===== src/rtl/lc3_pkg.sv =====
// Shared definitions for the LC-3 control sequencer: state encoding, opcode
// constants, datapath mux/ALU encodings and the packed control word.
package lc3_pkg;

  typedef enum logic [4:0] {
    S_HALTED, S_FETCH, S_MEM_RD, S_MEM_WR, S_LOAD_IR, S_PAUSE, S_DECODE,
    S_ADD, S_AND, S_NOT, S_BR, S_BR_TAKE, S_JMP, S_JSR_LINK, S_JSR_OFF,
    S_JSRR, S_LDR_ADDR, S_STR_ADDR, S_STR_DATA, S_LDI_ADDR, S_LDI_PTR,
    S_LD_WB, S_LEA
  } state_e;

  localparam logic [3:0] OP_BR  = 4'b0000;
  localparam logic [3:0] OP_ADD = 4'b0001;
  localparam logic [3:0] OP_JSR = 4'b0100;
  localparam logic [3:0] OP_AND = 4'b0101;
  localparam logic [3:0] OP_LDR = 4'b0110;
  localparam logic [3:0] OP_STR = 4'b0111;
  localparam logic [3:0] OP_NOT = 4'b1001;
  localparam logic [3:0] OP_LDI = 4'b1010;
  localparam logic [3:0] OP_JMP = 4'b1100;
  localparam logic [3:0] OP_LEA = 4'b1110;

  localparam logic [1:0] BUS_PC     = 2'b00;
  localparam logic [1:0] BUS_MDR    = 2'b01;
  localparam logic [1:0] BUS_ALU    = 2'b10;
  localparam logic [1:0] BUS_MARMUX = 2'b11;

  localparam logic [1:0] ALU_ADD   = 2'b00;
  localparam logic [1:0] ALU_AND   = 2'b01;
  localparam logic [1:0] ALU_NOT   = 2'b10;
  localparam logic [1:0] ALU_PASSA = 2'b11;

  localparam logic [1:0] A2_OFF11 = 2'b00;
  localparam logic [1:0] A2_OFF9  = 2'b01;
  localparam logic [1:0] A2_OFF6  = 2'b10;
  localparam logic [1:0] A2_ZERO  = 2'b11;

  localparam logic [1:0] PCM_INC  = 2'b00;
  localparam logic [1:0] PCM_BUS  = 2'b01;
  localparam logic [1:0] PCM_ADDR = 2'b10;

  typedef struct packed {
    logic       ld_mar;
    logic       ld_mdr;
    logic       ld_ir;
    logic       ld_ben;
    logic       ld_cc;
    logic       ld_reg;
    logic       ld_pc;
    logic [1:0] bus_mux;
    logic [1:0] pc_mux;
    logic [1:0] dr_mux;
    logic [1:0] sr1_mux;
    logic       addr1_mux;
    logic [1:0] addr2_mux;
    logic [1:0] aluk;
    logic       mem_oe;
    logic       mem_we;
  } ctl_t;

  // Idle control word: no strobes, SRAM strobes (active-low) released.
  localparam ctl_t CTL_IDLE = '{mem_oe: 1'b1, mem_we: 1'b1, default: '0};

endpackage


===== src/rtl/lc3_sequencer_if.sv =====
// Control bus between the sequencer and the LC-3 datapath.
// Handshake: Run is sampled only in HALTED (1 = start); Continue is an
// active-low level sampled only in PAUSE (0 = resume). Neither is latched,
// so the driver must hold it until the sequencer has left that state.
interface lc3_sequencer_if;
  import lc3_pkg::*;

  logic       Run;
  logic       Continue;
  logic [3:0] Opcode;
  logic       IR_11;
  logic       branch_enable;

  logic       LD_MAR, LD_MDR, LD_IR, LD_BEN, LD_CC, LD_REG, LD_PC;
  logic [1:0] busMux, PCMUX, DRMUX, SR1MUX, ADDR2MUX, ALUK;
  logic       ADDR1MUX;
  logic       Mem_OE, Mem_WE;
  logic       Illegal;
  state_e     state_dbg;

  // Sequencer side.
  modport master (
    input  Run, Continue, Opcode, IR_11, branch_enable,
    output LD_MAR, LD_MDR, LD_IR, LD_BEN, LD_CC, LD_REG, LD_PC,
           busMux, PCMUX, DRMUX, SR1MUX, ADDR1MUX, ADDR2MUX, ALUK,
           Mem_OE, Mem_WE, Illegal, state_dbg
  );

  // Datapath / environment side.
  modport slave (
    output Run, Continue, Opcode, IR_11, branch_enable,
    input  LD_MAR, LD_MDR, LD_IR, LD_BEN, LD_CC, LD_REG, LD_PC,
           busMux, PCMUX, DRMUX, SR1MUX, ADDR1MUX, ADDR2MUX, ALUK,
           Mem_OE, Mem_WE, Illegal, state_dbg
  );
endinterface


===== src/rtl/lc3_wait_ctr.sv =====
// Memory access wait counter: loads the cycle budget on access entry and
// counts down to zero; done marks the final cycle of the access.
module lc3_wait_ctr (
  input  logic       Clk,
  input  logic       Reset,
  input  logic       load,
  input  logic [2:0] load_val,
  input  logic       dec,
  output logic       done
);
  logic [2:0] count;

  // Load has priority; decrement saturates at zero.
  always_ff @(posedge Clk or negedge Reset) begin
    if (!Reset) begin
      count <= 3'd0;
    end else if (load) begin
      count <= load_val;
    end else if (dec && count != 3'd0) begin
      count <= count - 3'd1;
    end
  end

  assign done = (count == 3'd0);
endmodule


===== src/rtl/lc3_sequencer.sv =====
// LC-3 multi-cycle control sequencer. Outputs are decoded from the
// registered state (plus the wait counter in MEM_RD), so they are Moore.
module lc3_sequencer
  import lc3_pkg::*;
#(
  parameter int MEM_WAIT = 2,
  parameter int PAUSE_EN = 1
) (
  input  logic            Clk,
  input  logic            Reset,
  lc3_sequencer_if.master bus
);
  localparam logic [2:0] WAIT_INIT = 3'(MEM_WAIT - 1);

  state_e state, nxt, ret_state;
  logic   illegal_q, op_illegal;
  logic   ctr_load, ctr_done;
  ctl_t   ctl;

  // A memory state is entered from elsewhere: restart the wait count.
  assign ctr_load = (nxt == S_MEM_RD || nxt == S_MEM_WR) && (state != nxt);

  lc3_wait_ctr u_wait_ctr (
    .Clk      (Clk),
    .Reset    (Reset),
    .load     (ctr_load),
    .load_val (WAIT_INIT),
    .dec      (state == S_MEM_RD || state == S_MEM_WR),
    .done     (ctr_done)
  );

  // Next-state selection and opcode dispatch.
  always_comb begin
    nxt        = state;
    op_illegal = 1'b0;
    case (state)
      S_HALTED:   if (bus.Run) nxt = S_FETCH;
      S_FETCH:    nxt = S_MEM_RD;
      S_MEM_RD:   if (ctr_done) nxt = ret_state;
      S_MEM_WR:   if (ctr_done) nxt = S_FETCH;
      S_LOAD_IR:  nxt = (PAUSE_EN != 0) ? S_PAUSE : S_DECODE;
      S_PAUSE:    if (!bus.Continue) nxt = S_DECODE;
      S_DECODE: begin
        case (bus.Opcode)
          OP_ADD:  nxt = S_ADD;
          OP_AND:  nxt = S_AND;
          OP_NOT:  nxt = S_NOT;
          OP_BR:   nxt = S_BR;
          OP_JMP:  nxt = S_JMP;
          OP_JSR:  nxt = S_JSR_LINK;
          OP_LDR:  nxt = S_LDR_ADDR;
          OP_STR:  nxt = S_STR_ADDR;
          OP_LDI:  nxt = S_LDI_ADDR;
          OP_LEA:  nxt = S_LEA;
          default: begin
            nxt        = S_FETCH;
            op_illegal = 1'b1;
          end
        endcase
      end
      S_BR:       nxt = bus.branch_enable ? S_BR_TAKE : S_FETCH;
      S_JSR_LINK: nxt = bus.IR_11 ? S_JSR_OFF : S_JSRR;
      S_LDR_ADDR, S_LDI_ADDR, S_LDI_PTR: nxt = S_MEM_RD;
      S_STR_ADDR: nxt = S_STR_DATA;
      S_STR_DATA: nxt = S_MEM_WR;
      default:    nxt = S_FETCH;
    endcase
  end

  // State, read-return target and sticky illegal flag.
  always_ff @(posedge Clk or negedge Reset) begin
    if (!Reset) begin
      state     <= S_HALTED;
      ret_state <= S_LOAD_IR;
      illegal_q <= 1'b0;
    end else begin
      state <= nxt;
      if (nxt == S_MEM_RD && state != S_MEM_RD) begin
        case (state)
          S_FETCH:    ret_state <= S_LOAD_IR;
          S_LDI_ADDR: ret_state <= S_LDI_PTR;
          default:    ret_state <= S_LD_WB;
        endcase
      end
      if (op_illegal && state == S_DECODE) illegal_q <= 1'b1;
    end
  end

  // Control word decode from the current state.
  always_comb begin
    ctl = CTL_IDLE;
    case (state)
      S_FETCH:   begin ctl.bus_mux = BUS_PC; ctl.ld_mar = 1'b1; ctl.ld_pc = 1'b1; ctl.pc_mux = PCM_INC; end
      S_MEM_RD:  begin ctl.mem_oe = 1'b0; ctl.ld_mdr = ctr_done; end
      S_MEM_WR:  ctl.mem_we = 1'b0;
      S_LOAD_IR: begin ctl.bus_mux = BUS_MDR; ctl.ld_ir = 1'b1; end
      S_DECODE:  ctl.ld_ben = 1'b1;
      S_ADD, S_AND, S_NOT: begin
        ctl.aluk    = (state == S_ADD) ? ALU_ADD : (state == S_AND) ? ALU_AND : ALU_NOT;
        ctl.bus_mux = BUS_ALU; ctl.ld_reg = 1'b1; ctl.ld_cc = 1'b1;
      end
      S_BR_TAKE: begin ctl.addr1_mux = 1'b0; ctl.addr2_mux = A2_OFF9; ctl.pc_mux = PCM_ADDR; ctl.ld_pc = 1'b1; end
      S_JMP, S_JSRR: begin ctl.aluk = ALU_PASSA; ctl.bus_mux = BUS_ALU; ctl.pc_mux = PCM_BUS; ctl.ld_pc = 1'b1; end
      S_JSR_LINK: begin ctl.bus_mux = BUS_PC; ctl.dr_mux = 2'b01; ctl.ld_reg = 1'b1; end
      S_JSR_OFF: begin ctl.addr2_mux = A2_OFF11; ctl.pc_mux = PCM_ADDR; ctl.ld_pc = 1'b1; end
      S_LDR_ADDR, S_STR_ADDR: begin
        ctl.addr1_mux = 1'b1; ctl.addr2_mux = A2_OFF6; ctl.bus_mux = BUS_MARMUX; ctl.ld_mar = 1'b1;
      end
      S_STR_DATA: begin ctl.sr1_mux = 2'b01; ctl.aluk = ALU_PASSA; ctl.bus_mux = BUS_ALU; ctl.ld_mdr = 1'b1; end
      S_LDI_ADDR: begin ctl.addr2_mux = A2_OFF9; ctl.bus_mux = BUS_MARMUX; ctl.ld_mar = 1'b1; end
      S_LDI_PTR: begin ctl.bus_mux = BUS_MDR; ctl.ld_mar = 1'b1; end
      S_LD_WB:   begin ctl.bus_mux = BUS_MDR; ctl.ld_reg = 1'b1; ctl.ld_cc = 1'b1; end
      S_LEA:     begin ctl.addr2_mux = A2_OFF9; ctl.bus_mux = BUS_MARMUX; ctl.ld_reg = 1'b1; ctl.ld_cc = 1'b1; end
      default:   ctl = CTL_IDLE;
    endcase
  end

  assign bus.LD_MAR    = ctl.ld_mar;
  assign bus.LD_MDR    = ctl.ld_mdr;
  assign bus.LD_IR     = ctl.ld_ir;
  assign bus.LD_BEN    = ctl.ld_ben;
  assign bus.LD_CC     = ctl.ld_cc;
  assign bus.LD_REG    = ctl.ld_reg;
  assign bus.LD_PC     = ctl.ld_pc;
  assign bus.busMux    = ctl.bus_mux;
  assign bus.PCMUX     = ctl.pc_mux;
  assign bus.DRMUX     = ctl.dr_mux;
  assign bus.SR1MUX    = ctl.sr1_mux;
  assign bus.ADDR1MUX  = ctl.addr1_mux;
  assign bus.ADDR2MUX  = ctl.addr2_mux;
  assign bus.ALUK      = ctl.aluk;
  assign bus.Mem_OE    = ctl.mem_oe;
  assign bus.Mem_WE    = ctl.mem_we;
  assign bus.Illegal   = illegal_q;
  assign bus.state_dbg = state;
endmodule

===== src/flat_wrapper.sv =====
// flat-port wrapper written by rule: the top's interface ports become plain ports
module lc3_sequencer_flat import lc3_pkg::*;
#(
  parameter int MEM_WAIT = 2,
  parameter int PAUSE_EN = 1
)
  (Clk, Reset, bus_Run, bus_Continue, bus_Opcode, bus_IR_11, bus_branch_enable, bus_LD_MAR, bus_LD_MDR, bus_LD_IR, bus_LD_BEN, bus_LD_CC, bus_LD_REG, bus_LD_PC, bus_busMux, bus_PCMUX, bus_DRMUX, bus_SR1MUX, bus_ADDR1MUX, bus_ADDR2MUX, bus_ALUK, bus_Mem_OE, bus_Mem_WE, bus_Illegal, bus_state_dbg);
  lc3_sequencer_if bus_i ();
  input  logic Clk;
  input  logic Reset;
  input wire logic [$bits(bus_i.Run)-1:0] bus_Run;
  input wire logic [$bits(bus_i.Continue)-1:0] bus_Continue;
  input wire logic [$bits(bus_i.Opcode)-1:0] bus_Opcode;
  input wire logic [$bits(bus_i.IR_11)-1:0] bus_IR_11;
  input wire logic [$bits(bus_i.branch_enable)-1:0] bus_branch_enable;
  output wire logic [$bits(bus_i.LD_MAR)-1:0] bus_LD_MAR;
  output wire logic [$bits(bus_i.LD_MDR)-1:0] bus_LD_MDR;
  output wire logic [$bits(bus_i.LD_IR)-1:0] bus_LD_IR;
  output wire logic [$bits(bus_i.LD_BEN)-1:0] bus_LD_BEN;
  output wire logic [$bits(bus_i.LD_CC)-1:0] bus_LD_CC;
  output wire logic [$bits(bus_i.LD_REG)-1:0] bus_LD_REG;
  output wire logic [$bits(bus_i.LD_PC)-1:0] bus_LD_PC;
  output wire logic [$bits(bus_i.busMux)-1:0] bus_busMux;
  output wire logic [$bits(bus_i.PCMUX)-1:0] bus_PCMUX;
  output wire logic [$bits(bus_i.DRMUX)-1:0] bus_DRMUX;
  output wire logic [$bits(bus_i.SR1MUX)-1:0] bus_SR1MUX;
  output wire logic [$bits(bus_i.ADDR1MUX)-1:0] bus_ADDR1MUX;
  output wire logic [$bits(bus_i.ADDR2MUX)-1:0] bus_ADDR2MUX;
  output wire logic [$bits(bus_i.ALUK)-1:0] bus_ALUK;
  output wire logic [$bits(bus_i.Mem_OE)-1:0] bus_Mem_OE;
  output wire logic [$bits(bus_i.Mem_WE)-1:0] bus_Mem_WE;
  output wire logic [$bits(bus_i.Illegal)-1:0] bus_Illegal;
  output wire logic [$bits(bus_i.state_dbg)-1:0] bus_state_dbg;
  assign bus_i.Run = bus_Run;
  assign bus_i.Continue = bus_Continue;
  assign bus_i.Opcode = bus_Opcode;
  assign bus_i.IR_11 = bus_IR_11;
  assign bus_i.branch_enable = bus_branch_enable;
  assign bus_LD_MAR = bus_i.LD_MAR;
  assign bus_LD_MDR = bus_i.LD_MDR;
  assign bus_LD_IR = bus_i.LD_IR;
  assign bus_LD_BEN = bus_i.LD_BEN;
  assign bus_LD_CC = bus_i.LD_CC;
  assign bus_LD_REG = bus_i.LD_REG;
  assign bus_LD_PC = bus_i.LD_PC;
  assign bus_busMux = bus_i.busMux;
  assign bus_PCMUX = bus_i.PCMUX;
  assign bus_DRMUX = bus_i.DRMUX;
  assign bus_SR1MUX = bus_i.SR1MUX;
  assign bus_ADDR1MUX = bus_i.ADDR1MUX;
  assign bus_ADDR2MUX = bus_i.ADDR2MUX;
  assign bus_ALUK = bus_i.ALUK;
  assign bus_Mem_OE = bus_i.Mem_OE;
  assign bus_Mem_WE = bus_i.Mem_WE;
  assign bus_Illegal = bus_i.Illegal;
  assign bus_state_dbg = bus_i.state_dbg;
  lc3_sequencer #(.MEM_WAIT(MEM_WAIT), .PAUSE_EN(PAUSE_EN)) u_core (.Clk(Clk), .Reset(Reset), .bus(bus_i));
endmodule

===== config.mk =====
export PLATFORM = sky130hd
export DESIGN_NAME = lc3_sequencer_flat
export DESIGN_NICKNAME = d
export VERILOG_FILES = /design/src/rtl/lc3_pkg.sv /design/src/rtl/lc3_sequencer_if.sv /design/src/rtl/lc3_wait_ctr.sv /design/src/rtl/lc3_sequencer.sv /design/src/flat_wrapper.sv
export SDC_FILE = /design/constraint.sdc
export NUM_CORES = 1
export LEC_CHECK = 0
export ABC_CLOCK_PERIOD_IN_PS = 2570
export CAP_MARGIN = 30
export CORE_ASPECT_RATIO = 2
export CORE_UTILIZATION = 47
export CTS_CLUSTER_DIAMETER = 50
export CTS_CLUSTER_SIZE = 25
export DETAILED_ROUTE_END_ITERATION = 16
export PLACE_DENSITY = 0.78
export SLEW_MARGIN = 5
export SYNTH_ARGS = -nofsm -noshare
export SYNTH_HDL_FRONTEND = slang
export SYNTH_SLANG_ARGS = --single-unit

===== constraint.sdc =====
create_clock -name Clk -period 2.57 [get_ports Clk]
set_clock_uncertainty 0.2 [all_clocks]
set_input_delay 0.514 -clock Clk [delete_from_list [all_inputs] [get_ports Clk]]
set_output_delay 0.514 -clock Clk [all_outputs]
set_load 0.02 [all_outputs]

==> results.cfg, run 1 <==
[placed_design]
place_area_mm2 = 0.00180
io_buffers = 35
place_ws_ns = -0.253
dp_hpwl_um = 3160
routabilityCongestion = 0.932

[route]
routed_via_density = 5.85
ant_nets = 0
vias = 1492
drt_iter0_drc = 50
drt-wirelength-per-cell_um = 15.5
drc = 0
finalWirelength_um = 3950
drt_first_pass_iters = 4

[sta]
period_needed_ns = 2.51
fmax_ghz = 0.399
hold_viol_final = 0
min_period_over_period = 0.975
setup_viol = 0
relSlewSlack = 0.666
setup_slack_ns = 0.0648
tightest_slew_ns = 0.500
drv_slew = 0

[logic_synthesis]
syn_avg_cell_area_um2 = 7.35
synth.distinct_cells = 56
ys_seq_area_frac = 0.220
post-synth-top-area-fraction = 0.220
ys_ff_latch = 11
synth_edf_count = 0
synth_area_leaders = dfrtp_1 (22%), nor2_1 (5.1%), nand2_1 (4.5%)
synth_ff_type = dfrtp_1
netlist_instances = 170
synthTopCellsByCount = nor2_1 (17), nand2_1 (15), dfrtp_1 (11)
yosysWarnings = 0
post-synth-top-count-cell = nor2_1
synth_largest_area_cell = dfrtp_1
syn-cell-area_mm2 = 0.00125
async_flop_share = 1.00

[critical_path]
crit_type = flip-flop to primary output
cp_max_fo = 8
required_ns = 1.86
setup.worst_path.start_class = flip-flop
ff2ff_path_depth = 8
crit_arrival_ns = 1.79
ff2ff_setup_slack_ns = 0.13
cp-end-kind = primary output

[clock_network]
cts.sink_count = 11
cts_tree = yes
htree_levels = 1
insertion_delay_ns = 0.23
cts_setup_buffers = 0
cts-root-buf = clkbuf_8
path_clk_slew_ns = 0.05
clock_path_buffers = 2
cts_buffers = 3

[hold_path]
whs_path_depth = 1
hp-class = flip-flop to flip-flop

[floorplan]
fp.coreArea_mm2 = 0.00254
dieWidth_um = 38.5
die_h_um = 74.9
rows = 26
die_area_mm2 = 0.00288
io_pins = 38
initial_utilization = 0.493

[global_route]
antenna_found_initial = 0
grt_start_max_net_pins = 19
grt_first_pass_wirelength_um = 6390
grt_usage = 0.306
overflow = 0
grt_pass1_vias = 1495

[pwr]
finalPower_w = 0.00183
p_leak_nw = 0.908
ir_worst_vdd_uv = 731
powerDensity_mw_per_mm2 = 973

[job]
maxCapViolCount = 0

[layout]
num-nets-final = 240
antenna_cells = 0
areaGrowthSynthToFinish_pct = 50.3
design_area_mm2 = 0.00188
drive_gt1_frac = 0.256

[run_status]
outcome = completed
## report_power, final
part / switching [W] / internal (W) / leakage [nW]
registers: 0.0000551 / 0.000240 / 0.139
clock network: 0.0000558 / 0.000108 / 0.0228
logic: 0.000749 / 0.000619 / 0.746
## state kept, by name (all words and copies together) (netlist names)
register / cells
u_core.bus.state_dbg: 5
u_core.bus.Illegal: 1
u_core.u_wait_ctr.count: 3
u_core.ret_state: 2
## metrics by stage
step | instances | utilization | hold slack [ns] | TNS, ns
2_1_floorplan | 171 | - | 0.0184 | 0
3_3_place_gp | 251 | 0.710 | 0.267 | -0.637
3_5_place_dp | 251 | 0.710 | 0.278 | -0.859
4_1_cts | 255 | 0.731 | 0.293 | 0
5_1_grt | 255 | 0.740 | 0.301 | -0.00667
6_report | 255 | 0.740 | 0.293 | 0
## critical path, stage by stage, from the launching register on
cell,delay [ns]
dfrtp_1,0.37
or2_1,0.24
buf_4,0.17
or3_1,0.39
nand2b_1,0.09
clkdlybuf4s15_1,0.30
## placed cells by master, fill, tap and decap left out, types with 3 or more instances in the layout
| cell type | instances |
|---|---|
| clkdlybuf4s50_1 | 13 |
| xnor2_1 | 4 |
| buf_4 | 33 |
| nor2b_1 | 3 |
| clkbuf_2 | 4 |
| dlygate4sd2_1 | 12 |
| nor3_1 | 7 |
| a21o_1 | 3 |
| inv_1 | 8 |
| nand2b_1 | 7 |
| o31ai_1 | 3 |
| o21ai_0 | 3 |
| a31oi_1 | 3 |
| a21oi_1 | 8 |
| nand3_1 | 6 |
| clkbuf_8 | 3 |
| a211oi_1 | 3 |
| o22ai_1 | 4 |
| dfrtp_1 | 9 |
| nand2_1 | 15 |
| dlymetal6s2s_1 | 3 |
| nor2_1 | 16 |
| and2_1 | 3 |
## final timing paths
| path | from | to |
|---|---|---|
| max | u_core.bus.state_dbg[3] | bus_LD_MDR |
| min | u_core.bus.Illegal | u_core.bus.Illegal |
| max reg2reg | u_core.bus.state_dbg[1] | u_core.u_wait_ctr.count[0] |
| min reg2reg | u_core.bus.Illegal | u_core.bus.Illegal |
| max in group asynchronous | Reset | u_core.bus.state_dbg[0] |
| min in group asynchronous | Reset | u_core.bus.state_dbg[1] |
## kinds of logic (layout without fill, tap and decap cells)
kind of cell             count (synthesis)  count (layout)  share of synthesized area
adder cells (fa/ha/maj)                  2               2                     0.0200
multiplexers                             1               1                    0.00801
XOR/XNOR                                 5               5                     0.0350
AND/OR/NAND/NOR                         79              79                      0.343
flip-flops                              11              11                      0.220
buffers and inverters                   25              81                     0.0981
other                                    1               2                    0.00300
AO/OA/AOI/OAI                           46              46                      0.272
## per-layer routing
metal  wire, µm  track usage  vias to the layer above  share of wire
li1           -            -                      726              -
met1       1420        0.306                      693           0.36
met2       2290        0.580                       65           0.58
met3        170       0.0413                        8          0.043
met4         72        0.149                        0          0.018
met5          0            0                        -              0
## final cells by class
type,count,area [µm²]
Timing Repair Buffer,69,583
Fill cell,217,659
Inverter,8,30.0
Sequential cell,11,278
Clock buffer,4,45.0
Tap cell,28,35.0
Multi-Input combinational cell,135,907
## repair_timing
item,in CTS,in global routing
setup endpoints to repair,22,13
gates cloned,0,0
hold buffers,0,0
resized for setup,28,19
(Power assumes the default switching activity.)
==> inputs of run 2 (changes only) <==
- CELL_PAD_IN_SITES_DETAIL_PLACEMENT: not set -> 1
- CELL_PAD_IN_SITES_GLOBAL_PLACEMENT: not set -> 1
- CORE_UTILIZATION: 47 -> 33
==> run 2 against run 1 <==
Net effect: register-to-register slack got worse by 0.04 ns; core utilization fell by 21 points; non-clock buffer count rose by 1; count of clock-buffer cells in the layout did not move; total power rose by 5.4%; first-iteration DRC count fell by 36%; routed wire length rose by 25%; via count rose by 3.4%; clock power rose by 11%; critical path type is now primary input to flip-flop.
==> results.cfg, run 2 (synthesis results as in run 1) <==
[placed_design]
dp_hpwl_um = 3970
dp_cells = 273
io_buffers = 35
place_area_mm2 = 0.00184
routabilityCongestion = 0.925
place_ws_ns = -0.358

[job]
maxCapViolCount = 0

[global_route]
grt_pass1_vias = 1683
grt_first_pass_wirelength_um = 7870
grt_usage = 0.270
grt_start_max_net_pins = 18
antenna_found_initial = 0
overflow = 0

[critical_path]
r2r-start = u_core.bus.state_dbg[1]
cpPeakStageDelay_ns = 0.55
ff2ff_setup_slack_ns = 0.09
ff2ff_path_depth = 8
reg2reg_to = u_core.u_wait_ctr.count[1]
crit_type = primary input to flip-flop
required_ns = 2.49
setup.worst_path.start_class = primary input
crit_arrival_ns = 2.45
crit_chain = clkdlybuf4s50_1 -> or4b_1 -> a311oi_2 -> nor3_1 -> nor3_2 -> a2111oi_4 -> nand2b_1
cp-end-kind = flip-flop
cp_max_fo = 3
cp_slowest_cell = or4b_1

[layout]
design_area_mm2 = 0.00192
drive_gt1_frac = 0.272
n_fill_cell = 472
mostFrequentLayoutCells = buf_4 (33), nor2_1 (16), nand2_1 (14)
largest_reg_flops = 5
areaGrowthSynthToFinish_pct = 53.8
final_common_cell = buf_4
stdcell_count = 277
antenna_cells = 0
num-nets-final = 241

[hold_path]
min_to = u_core.bus.Illegal
whs_path_depth = 1
hp-class = flip-flop to flip-flop
hp-start = u_core.bus.Illegal

[sta]
fmax_ghz = 0.396
hold_viol_final = 0
period_needed_ns = 2.53
setup_tns_ns = 0
min_period_over_period = 0.983
drv_slew = 0
relSlewSlack = 0.642
tightest_slew_ns = 0.536
setup_viol = 0
rsz0062_at_grt = yes
setup_slack_ns = 0.0434
whs_ns = 0.277

[pwr]
combPwrFrac = 0.756
switching_power_w = 0.000937
clkPwrFrac = 0.095
ir_worst_vdd_uv = 531
seq_power_share = 0.150
powerDensity_mw_per_mm2 = 1000
p_int_w = 0.000988
swShare = 0.487
p_leak_nw = 0.916

[floorplan]
rows = 31
io_pins = 38
die_h_um = 89.0
dieWidth_um = 45.5
die_area_mm2 = 0.00405
initial_utilization = 0.347
fp.coreArea_mm2 = 0.00361

[run_status]
outcome = completed

[clock_network]
cts_tree = yes
cts_setup_buffers = 0
insertion_delay_ns = 0.25
cts_buffers = 3
htree_levels = 1
cts-root-buf = clkbuf_8
clock_path_buffers = 2
holdBufCountCts = 0
cts.sink_count = 11
path_clk_slew_ns = 0.05

[route]
drt-wirelength-per-cell_um = 17.8
vias = 1543
ant_nets = 0
routed_via_density = 5.57
finalWirelength_um = 4940
drc = 0
drt_iter0_drc = 32
drt_first_pass_iters = 4
run 2: per-stage QoR:
stage,util,total power [W]
after floorplan,-,0.00107
after global placement,0.509,0.00161
after detailed placement,0.509,0.00168
after CTS,0.523,0.00185
after global routing,0.533,0.00205
final,0.533,0.00193
run 2: what timing repair did:
action,in CTS,in global routing
resized for setup,28,27
pin swaps,0,1
endpoints found under the setup margin,23,15
run 2: worst max-delay path: cells and delay by family:
kind | cells | cell delay, ns
compound gates | 2 | 0.42
simple gates | 4 | 1.08
buf+inv | 1 | 0.43
run 2: how the worst max path moves through the flow:
| stage | start | end | cells past startpoint |
|---|---|---|---|
| floorplan | u_core.bus.state_dbg[0] | bus_LD_PC | 4 |
| global placement | bus_Opcode[3] | u_core.u_wait_ctr.count[1] | 6 |
| detailed placement | bus_Opcode[3] | u_core.u_wait_ctr.count[0] | 7 |
| CTS | bus_Opcode[0] | u_core.u_wait_ctr.count[1] | 7 |
| global route | u_core.bus.state_dbg[4] | u_core.u_wait_ctr.count[0] | 8 |
| finish | bus_Opcode[1] | u_core.u_wait_ctr.count[0] | 7 |
run 2: area by class of cell:
class	count	area [µm²]	area share
sequential	11	277	0.144
timing repair buffer	70	588	0.306
inverter	8	30.0	0.0156
multi-input combinational	135	921	0.479
tap	49	61.3	0.0319
clock buffer	4	45.0	0.0234
run 2: per-layer routing:
layer,vias to the layer above,GRT usage,part of all wire
met5,-,0,0
met2,52,0.512,0.59
met4,0,0.176,0.046
li1,727,-,-
met3,17,0.0424,0.035
met1,747,0.244,0.33
run 2: power groups by stage:
stage / registers [W] / logic (W) / clock network [W]
after global placement: 0.000284 / 0.00133 / 0
after detailed placement: 0.000286 / 0.00139 / 0
after CTS: 0.000283 / 0.00139 / 0.000185
after global routing: 0.000296 / 0.00157 / 0.000193
after floorplan: 0.000316 / 0.000756 / 0
final: 0.000288 / 0.00145 / 0.000182
==> inputs of run 3 (changes only) <==
- REMOVE_ABC_BUFFERS: not set -> 1
==> run 3 against run 2 <==
Net effect: non-clock buffer count is 10 higher; global-route usage up 0.80 points; first-iteration DRC count increased by 120%; final area up 5.0%; routed wire length up 3.1%; fmax up 0.51%; core utilization increased by 2.7 points; critical path depth is 1 higher.
==> results.cfg, run 3 (synthesis results as in run 1) <==
[global_route]
overflow = 0
grt_start_max_net_pins = 18
grt_pass1_vias = 1680
antenna_found_initial = 0
grt_usage = 0.278
use_met3 = 0.0222
grt_use_met2 = 0.529
grt_first_pass_wirelength_um = 8140
top_usage_layer = met2
grt_util_met1 = 0.276

[route]
ant_nets = 0
drt_first_pass_iters = 4
finalWirelength_um = 5090
drt-wirelength-per-cell_um = 17.7
drt_iter0_drc = 71
drc = 0
routed_via_density = 5.49
vias = 1576

[clock_network]
cts-root-buf = clkbuf_8
cts_tree = yes
htree_levels = 1
path_clk_slew_ns = 0.05
cts_buffers = 3
holdBufCountCts = 0
clock_path_buffers = 2
insertion_delay_ns = 0.24
cts.sink_count = 11

[run_status]
outcome = completed

[layout]
areaGrowthSynthToFinish_pct = 61.5
mostFrequentLayoutCells = buf_4 (44), nor2_1 (17), nand2_1 (14), dlygate4sd2_1 (14), clkdlybuf4s50_1 (11)
largest_reg_flops = 5
design_area_mm2 = 0.00202
regArea_um2 = 278
n_fill_cell = 456
final_common_cell = buf_4
multiInputGateArea_um2 = 940
antenna_cells = 0
drive_gt1_frac = 0.319
num-nets-final = 251

[floorplan]
io_pins = 38
initial_utilization = 0.347
die_area_mm2 = 0.00405
die_h_um = 89.0
rows = 31
fp.coreArea_mm2 = 0.00361
dieWidth_um = 45.5

[hold_path]
hp-class = flip-flop to flip-flop

[critical_path]
setup.worst_path.start_class = flip-flop
required_ns = 2.54
cp-end-kind = flip-flop
crit_arrival_ns = 2.49
cp_max_fo = 10
crit_type = flip-flop to flip-flop

[sta]
fmax_ghz = 0.398
setup_slack_ns = 0.0562
hold_viol_final = 0
tightest_slew_ns = 0.512
rsz0062_at_grt = yes
drv_slew = 0
relSlewSlack = 0.658
setup_viol = 0
period_needed_ns = 2.51
min_period_over_period = 0.978
setup_tns_ns = 0

[placed_design]
place_area_mm2 = 0.00188
routabilityCongestion = 0.900
place_ws_ns = -0.446
io_buffers = 35
dp_hpwl_um = 3980

[pwr]
p_leak_nw = 0.969
powerDensity_mw_per_mm2 = 984
ir_worst_vdd_uv = 547

[job]
maxCapViolCount = 0
==> run 3: cell types whose count changed in the layout (fill, tap and decap cells not counted), moves of 2 or more <==
cell / change
buf_4: +11
dlygate4sd2_1: +2
nand2b_2: -3
nand2b_4: +2
==> run 3: per-layer routing <==
metal,up-vias,part of all wire
li1,741,-
met2,45,0.59
met1,770,0.35
met3,20,0.022
met5,-,0
met4,0,0.042
==> run 3: layout make-up <==
class / count / share of cell area
multi-input cells: 135 / 0.466
repair buffers: 80 / 0.329
flip-flops and latches: 11 / 0.138
well taps: 49 / 0.0304
clock buffers: 3 / 0.0205
inverters: 8 / 0.0149
clock inverters: 1 / 0.00248
==> run 3: repair_timing <==
action / in CTS / in global routing
setup endpoints to repair: 23 / 13
resized for setup: 34 / 24
setup buffers: 4 / 0
gates cloned: 0 / 0
pin swaps: 0 / 4
==> run 3: worst max-delay path: stages (launching register included) <==
cell and delay [ns]:
dfrtp_1 0.37, buf_4 0.18, nor2b_1 0.16, nand3_2 0.12, inv_1 0.09, a221o_1 0.36, or3b_4 0.42, a2111oi_4 0.38
nand2b_1 0.15
==> run 3: worst paths after layout <==
kind                                    startpoint                          to  slack, ns  cells past startpoint
max                        u_core.bus.state_dbg[1]  u_core.u_wait_ctr.count[0]       0.06                      8
min                             u_core.bus.Illegal          u_core.bus.Illegal       0.30                      1
max reg2reg                u_core.bus.state_dbg[1]  u_core.u_wait_ctr.count[0]       0.06                      8
min reg2reg                     u_core.bus.Illegal          u_core.bus.Illegal       0.30                      1
max in group asynchronous                    Reset     u_core.bus.state_dbg[4]       1.39                      1
min in group asynchronous                    Reset     u_core.bus.state_dbg[1]       0.41                      1
==> run 3: metrics by stage <==
step / utilization / cells / power (W) / hold slack, ns
final: 0.559 / 287 / 0.00199 / 0.301
after global routing: 0.559 / 287 / 0.00213 / 0.313
after CTS: 0.550 / 287 / 0.00195 / 0.321
after detailed placement: 0.521 / 279 / 0.00170 / 0.309
after global placement: 0.521 / 279 / 0.00165 / 0.268
after floorplan: - / 154 / 0.00102 / 0.0184
==> run 3: report_power, final <==
group / leakage, nW / internal, W / total, W / switching, W
clock network: 0.0255 / 0.000106 / 0.000172 / 0.0000654
logic: 0.805 / 0.000688 / 0.00152 / 0.000833
registers: 0.139 / 0.000239 / 0.000292 / 0.0000527
